<file path="config.mk">
export PLATFORM = sky130hd
export DESIGN_NAME = id_ex_stage
export DESIGN_NICKNAME = d
export VERILOG_FILES = /design/src/rtl/cpu16_pkg.sv /design/src/rtl/id_ex_stage_fwd_mux.sv /design/src/rtl/id_ex_stage.sv
export SDC_FILE = /design/constraint.sdc
export NUM_CORES = 1
export LEC_CHECK = 0
export CORE_MARGIN = 10
export CORE_UTILIZATION = 41
export CTS_CLUSTER_DIAMETER = 200
export CTS_CLUSTER_SIZE = 25
export DETAILED_ROUTE_END_ITERATION = 8
export HOLD_SLACK_MARGIN = 0.08
export PLACE_DENSITY = 0.94
export SLEW_MARGIN = 20
export SYNTH_ARGS = -nofsm -noshare
export SYNTH_HDL_FRONTEND = slang
export SYNTH_HIERARCHICAL = 1
export SYNTH_SLANG_ARGS = --single-unit
</file>
<file path="constraint.sdc">
create_clock -name Clock -period 3.3 [get_ports Clock]
set_input_delay 0.33 -clock Clock [delete_from_list [all_inputs] [get_ports Clock]]
set_output_delay 0.33 -clock Clock [all_outputs]
set_load 0.01 [all_outputs]
</file>
<file path="src/rtl/cpu16_pkg.sv">
// -----------------------------------------------------------------------------
// cpu16_pkg
// Shared constants and types for the 16-bit CPU datapath.
//   DATA_W      : datapath width, must match the ALU width
//   REG_ADDR_W  : register-file address width (register 0 reads as zero)
//   OP_*        : 3-bit ALU opcode encoding
//   ctrl_t      : decoded control bundle carried through ID/EX
//   reg_match() : "source register is produced by this writer" test
// -----------------------------------------------------------------------------
package cpu16_pkg;

   localparam int DATA_W     = 16;
   localparam int REG_ADDR_W = 3;

   // ALU opcodes; BNegate turns OP_ADD into a subtract and feeds OP_SLT.
   localparam logic [2:0] OP_ADD = 3'd0;
   localparam logic [2:0] OP_AND = 3'd1;
   localparam logic [2:0] OP_OR  = 3'd2;
   localparam logic [2:0] OP_XOR = 3'd3;
   localparam logic [2:0] OP_SLT = 3'd4;
   localparam logic [2:0] OP_SLL = 3'd5;
   localparam logic [2:0] OP_SRL = 3'd6;
   localparam logic [2:0] OP_SRA = 3'd7;

   typedef struct packed {
      logic [3:0]            shamt;
      logic                  b_negate;
      logic [2:0]            op;
      logic [REG_ADDR_W-1:0] rd;
      logic                  reg_write;
      logic                  mem_read;
      logic                  mem_write;
      logic                  use_imm;
   } ctrl_t;

   // Register 0 is hardwired zero, so it never matches a producer.
   function automatic logic reg_match(input logic [REG_ADDR_W-1:0] src,
                                      input logic [REG_ADDR_W-1:0] rd,
                                      input logic                  we);
      return we && (src != '0) && (src == rd);
   endfunction

endpackage

</file>
<file path="src/rtl/id_ex_stage_fwd_mux.sv">
// -----------------------------------------------------------------------------
// fwd_mux
// Operand forwarding selector for one source register of the ID/EX stage.
// Ports:
//   src                : held source register number
//   held               : held register-file value for that source
//   ex_mem_reg_write/rd/result : youngest in-flight producer
//   mem_wb_reg_write/rd/result : older in-flight producer
//   value              : selected operand (EX/MEM beats MEM/WB beats held)
// -----------------------------------------------------------------------------
module fwd_mux
   import cpu16_pkg::*;
(
   input  logic [REG_ADDR_W-1:0] src,
   input  logic [DATA_W-1:0]     held,
   input  logic                  ex_mem_reg_write,
   input  logic [REG_ADDR_W-1:0] ex_mem_rd,
   input  logic [DATA_W-1:0]     ex_mem_result,
   input  logic                  mem_wb_reg_write,
   input  logic [REG_ADDR_W-1:0] mem_wb_rd,
   input  logic [DATA_W-1:0]     mem_wb_result,
   output logic [DATA_W-1:0]     value
);

   always_comb begin
      value = held;
      // The EX/MEM check comes last so the youngest producer wins.
      if (reg_match(src, mem_wb_rd, mem_wb_reg_write)) value = mem_wb_result;
      if (reg_match(src, ex_mem_rd, ex_mem_reg_write)) value = ex_mem_result;
   end

endmodule

</file>
<file path="src/rtl/id_ex_stage.sv">
// -----------------------------------------------------------------------------
// id_ex_stage
// Decode-to-execute pipeline register feeding the 16-bit ALU. Holds one
// decoded instruction, forwards RAW results from EX/MEM and MEM/WB, and
// inserts a one-cycle bubble on load-use hazards. Widths come from cpu16_pkg
// (DATA_W, REG_ADDR_W).
//
// Configuration macro: ID_EX_FWD_EN
//   defined   : fwd_mux per operand; only load-use stalls decode.
//   undefined : operands come straight from the held values; decode also
//               stalls while any in-flight writer (held, EX/MEM, MEM/WB)
//               targets a nonzero incoming source register.
//
// Ports:
//   Clock, ResetN          : rising-edge clock, asynchronous active-low reset
//   Flush                  : drop held and incoming instruction
//   InValid / InReady      : decode-side handshake
//   InRsAddr..InMemWrite   : decoded instruction fields
//   ExMem*, MemWb*         : forwarding sources (write enable, rd, data)
//   OutValid / OutReady    : execute-side handshake
//   A, B, Shamt, BNegate, Op : ALU inputs
//   StoreData              : forwarded Rt for stores
//   OutRd, OutRegWrite, OutMemRead, OutMemWrite : control passed downstream
// -----------------------------------------------------------------------------
module id_ex_stage
   import cpu16_pkg::*;
(
   input  logic                  Clock,
   input  logic                  ResetN,
   input  logic                  Flush,
   input  logic                  InValid,
   output logic                  InReady,
   input  logic [REG_ADDR_W-1:0] InRsAddr,
   input  logic [REG_ADDR_W-1:0] InRtAddr,
   input  logic [DATA_W-1:0]     InRsVal,
   input  logic [DATA_W-1:0]     InRtVal,
   input  logic [DATA_W-1:0]     InImm,
   input  logic                  InUseImm,
   input  logic [3:0]            InShamt,
   input  logic                  InBNegate,
   input  logic [2:0]            InOp,
   input  logic [REG_ADDR_W-1:0] InRd,
   input  logic                  InRegWrite,
   input  logic                  InMemRead,
   input  logic                  InMemWrite,
   input  logic                  ExMemRegWrite,
   input  logic [REG_ADDR_W-1:0] ExMemRd,
   input  logic [DATA_W-1:0]     ExMemResult,
   input  logic                  MemWbRegWrite,
   input  logic [REG_ADDR_W-1:0] MemWbRd,
   input  logic [DATA_W-1:0]     MemWbResult,
   output logic                  OutValid,
   input  logic                  OutReady,
   output logic [DATA_W-1:0]     A,
   output logic [DATA_W-1:0]     B,
   output logic [3:0]            Shamt,
   output logic                  BNegate,
   output logic [2:0]            Op,
   output logic [DATA_W-1:0]     StoreData,
   output logic [REG_ADDR_W-1:0] OutRd,
   output logic                  OutRegWrite,
   output logic                  OutMemRead,
   output logic                  OutMemWrite
);

   logic                  valid_reg;
   logic [REG_ADDR_W-1:0] rs_addr_reg;
   logic [REG_ADDR_W-1:0] rt_addr_reg;
   logic [DATA_W-1:0]     rs_val_reg;
   logic [DATA_W-1:0]     rt_val_reg;
   logic [DATA_W-1:0]     imm_reg;
   ctrl_t                 ctrl_reg;

   ctrl_t                 in_ctrl;
   logic                  load_use;
   logic                  src_busy;
   logic                  capture;

   // Operand 0 is Rs, operand 1 is Rt.
   logic [DATA_W-1:0]     src_held [2];
   logic [DATA_W-1:0]     src_fwd  [2];

   assign in_ctrl = '{shamt:     InShamt,
                      b_negate:  InBNegate,
                      op:        InOp,
                      rd:        InRd,
                      reg_write: InRegWrite,
                      mem_read:  InMemRead,
                      mem_write: InMemWrite,
                      use_imm:   InUseImm};

   // A held load cannot forward until MEM/WB, so a dependent consumer must
   // wait one cycle; the drain that follows forms the bubble.
   assign load_use = valid_reg & ctrl_reg.mem_read & (ctrl_reg.rd != '0) & InValid &
                     ((InRsAddr == ctrl_reg.rd) | (InRtAddr == ctrl_reg.rd));

   assign src_held[0] = rs_val_reg;
   assign src_held[1] = rt_val_reg;

`ifdef ID_EX_FWD_EN
   logic [REG_ADDR_W-1:0] src_addr [2];

   assign src_addr[0] = rs_addr_reg;
   assign src_addr[1] = rt_addr_reg;
   assign src_busy    = 1'b0;

   for (genvar gi = 0; gi < 2; gi++) begin : g_fwd
      fwd_mux u_fwd_mux (
         .src              (src_addr[gi]),
         .held             (src_held[gi]),
         .ex_mem_reg_write (ExMemRegWrite),
         .ex_mem_rd        (ExMemRd),
         .ex_mem_result    (ExMemResult),
         .mem_wb_reg_write (MemWbRegWrite),
         .mem_wb_rd        (MemWbRd),
         .mem_wb_result    (MemWbResult),
         .value            (src_fwd[gi])
      );
   end
`else
   logic unused_fwd_data;

   // Without forwarding, decode waits until every producer of a source has
   // retired past MEM/WB and the register file holds the result.
   function automatic logic producer_pending(input logic [REG_ADDR_W-1:0] src);
      return reg_match(src, ctrl_reg.rd, valid_reg & ctrl_reg.reg_write) |
             reg_match(src, ExMemRd, ExMemRegWrite) |
             reg_match(src, MemWbRd, MemWbRegWrite);
   endfunction

   assign src_busy = InValid & (producer_pending(InRsAddr) | producer_pending(InRtAddr));

   for (genvar gi = 0; gi < 2; gi++) begin : g_nofwd
      assign src_fwd[gi] = src_held[gi];
   end

   // Data forwarding inputs and held source numbers have no reader here.
   assign unused_fwd_data = ^{ExMemResult, MemWbResult, rs_addr_reg, rt_addr_reg};
`endif

   assign InReady = (~valid_reg | OutReady) & ~load_use & ~src_busy & ~Flush;
   assign capture = InValid & InReady;

   always_ff @(posedge Clock or negedge ResetN) begin
      if (!ResetN) begin
         valid_reg   <= 1'b0;
         rs_addr_reg <= '0;
         rt_addr_reg <= '0;
         rs_val_reg  <= '0;
         rt_val_reg  <= '0;
         imm_reg     <= '0;
         ctrl_reg    <= '0;
      end else if (Flush) begin
         valid_reg <= 1'b0;
      end else if (capture) begin
         valid_reg   <= 1'b1;
         rs_addr_reg <= InRsAddr;
         rt_addr_reg <= InRtAddr;
         rs_val_reg  <= InRsVal;
         rt_val_reg  <= InRtVal;
         imm_reg     <= InImm;
         ctrl_reg    <= in_ctrl;
      end else if (valid_reg & OutReady) begin
         valid_reg <= 1'b0;
      end
      // Otherwise stalled (or idle): everything holds.
   end

   assign OutValid    = valid_reg;
   assign A           = src_fwd[0];
   assign B           = ctrl_reg.use_imm ? imm_reg : src_fwd[1];
   assign StoreData   = src_fwd[1];
   assign Shamt       = ctrl_reg.shamt;
   assign BNegate     = ctrl_reg.b_negate;
   assign Op          = ctrl_reg.op;
   assign OutRd       = ctrl_reg.rd;
   assign OutRegWrite = ctrl_reg.reg_write;
   assign OutMemRead  = ctrl_reg.mem_read;
   assign OutMemWrite = ctrl_reg.mem_write;

endmodule

</file>
**Word level (Yosys, flattened, before mapping)**

Index checks and enable logic that the tools add are counted.

- Add/sub/neg operators: 0
- Multipliers: 0
- Div/mod/pow operators: 0
- $lt $le $gt $ge: 0
- Equality and inequality tests: 6
- Shift-type cells: 0
- Muxes and demuxes: 4
- Bitwise gates (word level): 22
- Reductions and logical operators: 17

Operator list:

| cell | count |
|---|---|
| equality test 3 bit | 6 |
| two-way mux 16 bit | 1 |
| logical AND 1 bit | 12 |
| nonzero test 3 bit | 4 |
| AND 1 bit | 11 |
| bitwise OR 1 bit | 7 |
| inverter 1 bit | 4 |
| two-way mux 1 bit | 3 |
| AND reduction 2 bit | 1 |

- Register bits after elaboration: 64
- Latch bits: 0
- Bits in writable memories: 0
- ROM bits: 0
- Logic and storage cells: 61
- Memories: 0

**Logic depth before layout (Yosys ltp)**

Gate-level depths: netlist of run 1.

- Depth after elaboration: 13
- Mapped depth: 6
- Gate-level depth less buffers: 5

**Worst setup path after synthesis of run 1**

No wires, ideal clock.

- Kind: register to register
- Start: register valid_reg (netlist: OutValid)
- End: register rs_val_reg[0] (netlist: A[0])
- Library setup time: 0.125 ns
- Arrival time: 1.928 ns
- Path slack: 1.247 ns
- Stages on the path, launching flop included: 7
- Clock period less this slack: 2.053 ns
- Cells stage by stage: dfrtp_1 > and2_1 > nand4_1 > a31oi_2 > nor4_4 > buf_6 > mux2_4

- Word-level cells in the longest chain between the ends: 12
- Elaborated cells between the ends (all ways): 24
- Classes of those cells: bitwise (19); reduce/logical (5)

Ends and longest elaborated chain:

| what | RTL line | text |
|---|---|---|
| from (decl) | id_ex_stage.sv:66 | `logic valid_reg;` |
| from (signal assigned) | id_ex_stage.sv:146 | `valid_reg <= 1'b0;` |
| from (signal assigned) | id_ex_stage.sv:154 | `valid_reg <= 1'b0;` |
| from (signal assigned) | id_ex_stage.sv:156 | `valid_reg <= 1'b1;` |
| AND 1 bit | id_ex_stage.sv:126 | `return reg_match(src, ctrl_reg.rd, valid_reg & ctrl_reg.reg_write) \|` |
| logical AND 1 bit (2 in a row) | cpu16_pkg.sv:40 | `return we && (src != '0) && (src == rd);` |
| bitwise OR 1 bit | id_ex_stage.sv:126 |  |
| bitwise OR 1 bit | id_ex_stage.sv:127 | `reg_match(src, ExMemRd, ExMemRegWrite) \|` |
| bitwise OR 1 bit | id_ex_stage.sv:131 | `assign src_busy = InValid & (producer_pending(InRsAddr) \| producer_pending(InRtAddr));` |
| AND 1 bit | id_ex_stage.sv:131 |  |
| inverter 1 bit | id_ex_stage.sv:141 | `assign InReady = (~valid_reg \| OutReady) & ~load_use & ~src_busy & ~Flush;` |
| AND 1 bit * (2 in a row) | id_ex_stage.sv:141 |  |
| AND 1 bit * | id_ex_stage.sv:142 | `assign capture = InValid & InReady;` |
| AND reduction 2 bit (no source line) * | n/a |  |
| to (signal assigned) | id_ex_stage.sv:159 | `rs_val_reg <= InRsVal;` |
| to (decl) | id_ex_stage.sv:69 | `logic [DATA_W-1:0] rs_val_reg;` |

Every way passes the cells marked *; elsewhere a longest branch is shown, timed or not.
A chain may end at the register's enable or synchronous reset.

**Worst setup path in the final report of run 1**

- Start: input InRtAddr[2]
- End: output InReady

- Word-level cells in the longest chain between the ends: 10
- Elaborated cells between the ends (all ways): 21
- Classes of those cells: eq/ne (3); bitwise (11); reduce/logical (7)

Ends and longest elaborated chain:

| what | RTL line | text |
|---|---|---|
| from (decl) | id_ex_stage.sv:34 | `input logic [REG_ADDR_W-1:0] InRtAddr,` |
| nonzero test 3 bit | cpu16_pkg.sv:40 |  |
| logical AND 1 bit (2 in a row) | cpu16_pkg.sv:40 |  |
| bitwise OR 1 bit | id_ex_stage.sv:126 |  |
| bitwise OR 1 bit | id_ex_stage.sv:127 |  |
| bitwise OR 1 bit | id_ex_stage.sv:131 |  |
| AND 1 bit | id_ex_stage.sv:131 |  |
| inverter 1 bit | id_ex_stage.sv:141 |  |
| AND 1 bit * (2 in a row) | id_ex_stage.sv:141 |  |
| to (decl) | id_ex_stage.sv:32 | `output logic InReady,` |

Marks and branches as above.

==> metrics.txt, run 1 <==
outcome finished, final reports clean; Tcrit/Tclk final around 81%; Finished Cell Area 0.00474 mm²; DP Area 0.00452 mm²; antenna viol nets, final 0; # resized after CTS 0; vias in the first global route 2466; Post-synth EDFFs 0; worst-skew pair later-pin latency 0.33 ns; Worst R2R Path Depth 5; share of layout cells above drive strength 1 between 20% and 30%; H-tree depth 3; initial antenna violation count 0; register area share after synthesis 52.1%; pwr dens between 700 and 800 mW/mm²; worst reg-to-reg setup slack 1.12 ns; top post-synthesis cells by area dfrtp_1 52%, mux2_2 16%, mux2_4 15%; final setup fails 0; RSZ-0062 raised after global routing false; PortBufs 145; DIE AREA 0.0114 mm²; ant diodes 0; Die Ht 107 µm; post-synth top area share about 52%; Main synth FF type dfrtp_1; skew final 0.0102 ns; worst slack at placement around 0.64 ns; Avg WL per Cell slightly below 20 µm; initial core utilization 42.2%; final slew viol count 0; GRT Total Usage 15.0%; largest net degree at the start of global routing 64; final setup margin 0.636 ns; utilization after layout 65.0%; Initial DRT Pass Iterations 4; max_cap viols 0; synthesized area per cell 15.1 µm²; synthesized cell area 0.00308 mm²; Fmax achieved 375 MHz; CTS clk-pin slew, worst paths 0.07 ns; Congestion Overflow GR 0; count leader, synth dfrtp_1; Die Wd 107 µm; final WL approximately 8600 µm; Rows 31; layout filler cell count between 500 and 600; synth warn 6; via/cell ratio 4.80; most frequent cells after synthesis 64 x dfrtp_1, 45 x mux2_2, 30 x mux2_4; peak supply drop 360 µV; Synth area leader dfrtp_1; TritonCTS buffer count 9; routability cong. 0.821; post-CTS setup buffer count 0; Crit Path Class input port to primary output; Worst setup endpoint InReady; crit path time final 2.66 ns; worst-margin pin slew between 0.9 and 1 ns; DRC viols 0; CTS max path bufs 2; hold crit path type input port to asynchronous set/reset pin; DP HPWL 6590 µm; CTS sink count 64; Crit path arrival time 2.33 ns; cts hold-fix bufs 0; Yosys reg bits 64; Core Footprint 0.00729 mm²; IO Pins about 180; CP Capture Type primary output; Syn Inst Count 204; Startpoint Class input port; Setup TNS 0 ns; Post-synth ARST share between 90% and 100%; Root Driver clkbuf_8; final hold vios 0; CP Max Fanout 4; relative slew slack 37.0%; worst reg2reg endpoint OutMemWrite; Pleak 1.94 nW; Synth Net Count about 320; Final Net Count 458; Setup crit start InRtAddr[2]; CTS tree built; routed vias 2149; WP data required 2.97 ns; first-pass GRT wire length 13400 µm; initial DRC count 53; library cells used by synthesis 23; area grow syn2layout 54.1%; Critical R2R Launch OutRd[0]
cells by family after synthesis:
family | synth area share, %
AOI/OAI and AO/OA | 1.75
xor gates and xnor gates | 5.12
and+or+nand+nor | 3.25
DFF | 52.1
buffers and inverters | 5.25
muxes | 32.6
cell usage in the layout (no fill, tap or decap), types with 2 or more instances in the layout:
master           netlist  layout
inv_1                  3       3
nand3_1                2       2
mux2_2                45      45
a21oi_1                2       2
nand4_1                6       6
mux2_1                 4       4
clkdlybuf4s50_1        0     144
nor3_1                 3       3
clkbuf_8               0      13
xnor2_1               18      18
dfrtp_1               64      64
mux2_4                30      30
how the worst min path moves through the flow:
stage                            from     endpoint  slack [ns]
after global routing           ResetN         A[0]        0.19
after CTS                      ResetN         A[0]        0.16
after global placement    imm_reg[15]  imm_reg[15]        0.46
after detailed placement     Shamt[0]     Shamt[0]        0.48
final                          ResetN         A[0]        0.14
after floorplan                ResetN         A[0]        0.03
final cells by class:
class | instances | area (µm²) | share of cell area (%)
tap | 99 | 124 | 2.61
sequential | 64 | 1600 | 33.8
timing repair buffer | 147 | 1470 | 31.1
multi-input combinational | 119 | 1310 | 27.7
inverter | 3 | 11.3 | 0.237
clock buffer | 14 | 183 | 3.85
clock inverter | 2 | 35.0 | 0.739
per-layer routing:
| layer | wire length (µm) | global-route usage (%) |
|---|---|---|
| met3 | 842 | 7.72 |
| met2 | 4250 | 24.8 |
| met1 | 3410 | 16.4 |
| met5 | 0 | 0 |
| met4 | 103 | 4.55 |
metrics by stage:
step           cells  hold slack (ns)  power [mW]
2_1_floorplan    204           0.0344        1.97
3_3_place_gp     432            0.461        2.71
3_5_place_dp     432            0.478        2.75
4_1_cts          448            0.162        3.50
5_1_grt          448            0.193        3.64
6_report         448            0.145        3.45
power breakdown:
group	leakage, nW	switching [mW]	internal (mW)
logic	1.07	0.501	0.977
registers	0.752	0.199	1.05
clock network	0.113	0.297	0.431
total	1.94	0.997	2.46
critical path, stage by stage:
cell and delay, ns:
clkdlybuf4s50_1 0.60, xnor2_1 0.18, nand4_1 0.11, a31oi_1 0.32, nor3_1 0.12, o21a_1 0.19
clkdlybuf4s50_1 0.48
Power figures use the tool's default switching activity.
==> inputs of run 2 (changes only) <==
--- a/config.mk
+++ b/config.mk
@@ -6,12 +6,12 @@
 export NUM_CORES = 1
 export LEC_CHECK = 0
 export CORE_MARGIN = 10
-export CORE_UTILIZATION = 41
+export CORE_UTILIZATION = 34
 export CTS_CLUSTER_DIAMETER = 200
 export CTS_CLUSTER_SIZE = 25
 export DETAILED_ROUTE_END_ITERATION = 8
 export HOLD_SLACK_MARGIN = 0.08
-export PLACE_DENSITY = 0.94
+export PLACE_DENSITY = 0.84
 export SLEW_MARGIN = 20
 export SYNTH_ARGS = -nofsm -noshare
 export SYNTH_HDL_FRONTEND = slang
==> constraint.sdc (replaced) <==
create_clock -name Clock -period 2.41 [get_ports Clock]
set_input_delay 0.241 -clock Clock [delete_from_list [all_inputs] [get_ports Clock]]
set_output_delay 0.241 -clock Clock [all_outputs]
set_load 0.01 [all_outputs]
==> run 2 against run 1 <==
Worst hold slack gained 0.35 ns. Critical path depth decreased by 1. Clock skew is 0.00076 ns lower.
==> metrics.txt, run 2 (synthesis gave the netlist of run 1 again) <==
via/cell ratio 4.75; Fmax achieved 438 MHz; Core Footprint 0.00876 mm²; max_cap viols 0; CTS sink count 64; PortBufs approximately 150; Initial DRT Pass Iterations 4; initial DRC count 70; Crit path arrival time 2.04 ns; skew final 0.00940 ns; Root Driver clkbuf_8; register area 0.00161 mm²; TritonCTS buffer count 9; share of layout cells above drive strength 1 32.0%; power share of the clock group 19.1%; Internal 3.32 mW; outcome finished, final reports clean; worst-path cell chain xnor2_2, nand4_1, a31oi_2, nor3_2, o21a_1, clkdlybuf4s50_1; commonest cells after routing, fill and taps aside 138 x clkdlybuf4s50_1, 60 x dfrtp_1, 45 x mux2_2, 30 x mux2_4, 12 x xnor2_1; Worst path max stage delay ~0.53 ns; IO Pins 178; crit path time final 2.28 ns; DP HPWL 6890 µm; hold crit path type flop to flop; CTS clk-pin slew, worst paths 0.06 ns; most common cell after layout, fill and taps aside clkdlybuf4s50_1; DIE AREA 0.0133 mm²; CP Capture Type primary output; Startpoint Class flop; DP Area 0.00461 mm²; worst reg2reg endpoint A[14]; Stages on worst setup path 6; Die Wd 115 µm; final hold vios 0; final setup fails 0; Worst setup endpoint InReady; Avg WL per Cell ~19 µm; CP top delay family buffers and inverters; DRC viols 0; worst reg-to-reg setup slack 0.25 ns; worst-skew pair later-pin latency around 0.33 ns; Rows 34; routed vias 2209; first-pass GRT wire length 13800 µm; largest net degree at the start of global routing 34; Tcrit/Tclk final between 90 and 100%; Congestion Overflow GR 0; CP Max Fanout 5; GRT Total Usage 13.0%; Flop pwr share roughly 37%; final hold slack 0.494 ns; worst path buffer plus inverter count 1; power share of the combinational group 44.3%; final WL 8760 µm; Setup TNS 0 ns; layout filler cell count approximately 730; Finished Cell Area 0.00489 mm²; Die Ht 115 µm; CTS tree built; H-tree depth 3; Switching Fraction 29.4%; Final Net Count 466; area grow syn2layout 58.9%; Critical R2R Launch OutRd[2]; peak supply drop 530 µV; NetSw 1.38 mW; antenna viol nets, final 0; Setup crit start OutRd[2]; CTS max path bufs 2; initial antenna violation count 0; area occupied by multi-input gates approximately 0.0014 mm²; routability cong. 0.822; final slew viol count 0; Crit Path Class flop to primary output; Slowest-stage cell, CP clkdlybuf4s50_1; initial core utilization 35.1%; vias in the first global route ~2.5k; worst-margin pin slew slightly below 0.8 ns; relative slew slack 47.9%; utilization after layout 55.8%; pwr dens 962 mW/mm²; Worst R2R Path Depth 7; WP data required between 2 and 2.5 ns; Pleak 2.04 nW
## run 2: changes by cell type in the layout (fill, tap and decap cells not counted), moves of 2 or more
cell / change
buf_12: +2
buf_4: +5
clkbuf_8: -3
clkdlybuf4s50_1: -6
dfrtp_1: -4
dfrtp_2: +4
dlymetal6s2s_1: +5
xnor2_1: -6
xnor2_2: +6
## run 2: worst register-to-register path: stages, from the launching register on
cell     delay [ns]
dfrtp_2        0.46
xnor2_2        0.16
nand4_1        0.12
a31oi_2        0.11
buf_4          0.16
nor4_4         0.28
buf_4          0.37
mux2_2         0.39
## run 2: power groups by stage
stage	registers, mW	clock network, mW	logic, mW
after global routing	1.78	0.960	2.22
after CTS	1.71	0.917	2.10
after detailed placement	1.73	0	2.08
after global placement	1.70	0	2.05
final	1.72	0.897	2.09
after floorplan	1.73	0	0.959
## run 2: area by class of cell
class	count	share of cell area [%]
diodes	1	0.0512
clock buffers	12	2.97
clock inverters	3	0.870
inverters	3	0.230
multi-input cells	119	28.1
flip-flops and latches	64	32.9
well taps	108	2.76
repair buffers	155	32.2
## run 2: per-layer routing
layer	track usage [%]	wire, µm
met5	0	0
met4	4.21	71
met3	6.15	863
met2	21.6	4460
met1	14.5	3370
## run 2: timing repair
action | CTS | global route
setup endpoints to repair | 1 | 2
pin swaps | 1 | 1
hold buffers | 1 | 0
resized for setup | 1 | 19
setup buffers | 1 | 0
cloned | 0 | 0
hold endpoints to repair | 32 | 0
## run 2: worst min path at each step
stage                      startpoint     endpoint  slack [ns]  depth (start not counted)
after floorplan                ResetN         A[0]       -0.05                          0
after global placement         ResetN        A[15]        0.36                          1
after detailed placement       ResetN  OutMemWrite        0.37                          1
after CTS                     InOp[1]        Op[1]        0.50                          2
after global routing          InOp[1]        Op[1]        0.50                          2
final                     imm_reg[15]  imm_reg[15]        0.49                          1
## run 2: stage by stage
stage / total power, mW / cells / setup slack, ns
floorplan: 2.69 / 204 / 0.357
global placement: 3.74 / 447 / -0.0637
detailed placement: 3.81 / 447 / -0.101
CTS: 4.73 / 464 / 0.0132
global route: 4.97 / 464 / -0.00378
finish: 4.70 / 465 / 0.128
==> inputs of run 3 (changes only) <==
--- a/config.mk
+++ b/config.mk
@@ -11,7 +11,7 @@
 export CTS_CLUSTER_SIZE = 25
 export DETAILED_ROUTE_END_ITERATION = 8
 export HOLD_SLACK_MARGIN = 0.08
-export PLACE_DENSITY = 0.84
+export PLACE_DENSITY = 0.86
 export SLEW_MARGIN = 20
 export SYNTH_ARGS = -nofsm -noshare
 export SYNTH_HDL_FRONTEND = slang
==> run 3 against run 2 <==
Clock power increased by 14%. First-iteration DRC count increased by 8.6%. Critical path depth increased by 2.
==> metrics.txt, run 3 (synthesis gave the netlist of run 1 again) <==
outcome finished, final reports clean; antenna viol nets, final 0; Startpoint Class flop; CTS max path bufs 2; peak supply drop roughly 550 µV; initial antenna violation count 0; max_cap viols 0; RSZ-0062 raised after global routing false; first-pass GRT wire length 13500 µm; skew final 0.00788 ns; DRC viols 0; final hold vios 0; CP Capture Type flop; Fmax achieved between 400 and 500 MHz; GRT Total Usage 12.9%; Crit Path Class flop to flop; CTS tree built; Initial DRT Pass Iterations 4; CTS clk-pin slew, worst paths 0.07 ns; placed insts 447; H-tree depth 3; DIE AREA 0.0133 mm²; area occupied by multi-input gates 0.00138 mm²; routability cong. 0.841; final WL 8790 µm; Rows 34; CP Max Fanout 20; IO Pins roughly 180; Post-Layout Cell Count 463; Root Driver clkbuf_8; vias in the first global route 2464; final slew viol count 0; register area about 0.0016 mm²; Die Wd 115 µm; Congestion Overflow GR 0; Setup TNS 0 ns; TritonCTS buffer count 9; initial DRC count 76; Tcrit/Tclk final 89.5%; ant diodes 0; Core Footprint ~0.009 mm²; worst-margin pin slew 0.816 ns; Avg WL per Cell 19.0 µm; cts hold-fix bufs 0; Power Total ~4.8 mW; pwr dens 982 mW/mm²; routed vias 2173; hold crit path type input port to asynchronous set/reset pin; final setup fails 0; layout filler cell count 735; most common cell after layout, fill and taps aside clkdlybuf4s50_1; PortBufs 145; area grow syn2layout 60.0%; largest net degree at the start of global routing 65; Die Ht 115 µm; initial core utilization 35.1%; relative slew slack 45.6%; Crit path arrival time approximately 2.4 ns; WP data required 2.62 ns; share of layout cells above drive strength 1 32.7%; via/cell ratio 4.69; commonest cells after routing, fill and taps aside 137 x clkdlybuf4s50_1, 60 x dfrtp_1, 45 x mux2_2, 30 x mux2_4, 12 x xnor2_1; crit path time final 2.16 ns; worst-skew pair later-pin latency 0.33 ns; Pleak 2.08 nW; DP HPWL around 6600 µm; Final Net Count about 470; CTS sink count between 60 and 70
## run 3: where the power goes
group          switching, mW  internal [mW]
Combinational          0.697           1.39
Clock                  0.392          0.632
Sequential             0.289           1.44
Total                   1.38           3.46
## run 3: layout make-up
class	instances	area share (%)
multi-input combinational	119	28.1
timing repair buffer	154	31.9
clock inverter	3	1.32
tap	108	2.74
clock buffer	12	3.15
sequential	64	32.6
inverter	3	0.229
## run 3: worst max-delay path: stages, from the launching register on
cell,delay [ns]
dfrtp_2,0.46
xnor2_2,0.17
nand4_1,0.12
a31oi_2,0.11
buf_4,0.16
nor4_4,0.25
buf_4,0.21
buf_12,0.19
mux2_2,0.36
## run 3: layer usage
metal	vias up	share of wire, %	GRT usage, %	routed length, µm
li1	1002	-	-	-
met1	1077	37	13.3	3250
met2	85	51	21.8	4440
met3	9	11	6.98	996
met4	0	1.2	4.70	104
met5	-	0	0	0
## run 3: timing repair
action	CTS	global route
setup endpoints to repair	1	2
resized for setup	3	19
pin swaps	1	2
setup buffers	1	0
## run 3: path summary, 6_finish.rpt
check	slack (ns)	cells after the start	from	to
setup reg to reg	0.25	8	OutRd[2]	A[10]
max in group asynchronous	1.73	2	ResetN	ctrl_reg[0]
hold reg to reg	0.49	1	imm_reg[15]	imm_reg[15]
hold / removal	0.08	2	ResetN	A[5]
setup / recovery	0.25	8	OutRd[2]	A[10]
min in group Clock	0.49	1	imm_reg[15]	imm_reg[15]
## run 3: per-stage QoR
stage	hold slack, ns	utilization (%)	worst slack, ns	area (µm²)
final	0.0810	56.2	0.254	4920
after global routing	0.132	56.2	0.141	4920
after CTS	0.107	55.4	0.00681	4850
after detailed placement	0.475	52.6	-0.0767	4610
after global placement	0.462	52.6	-0.0315	4610
after floorplan	-0.0546	-	0.357	3080
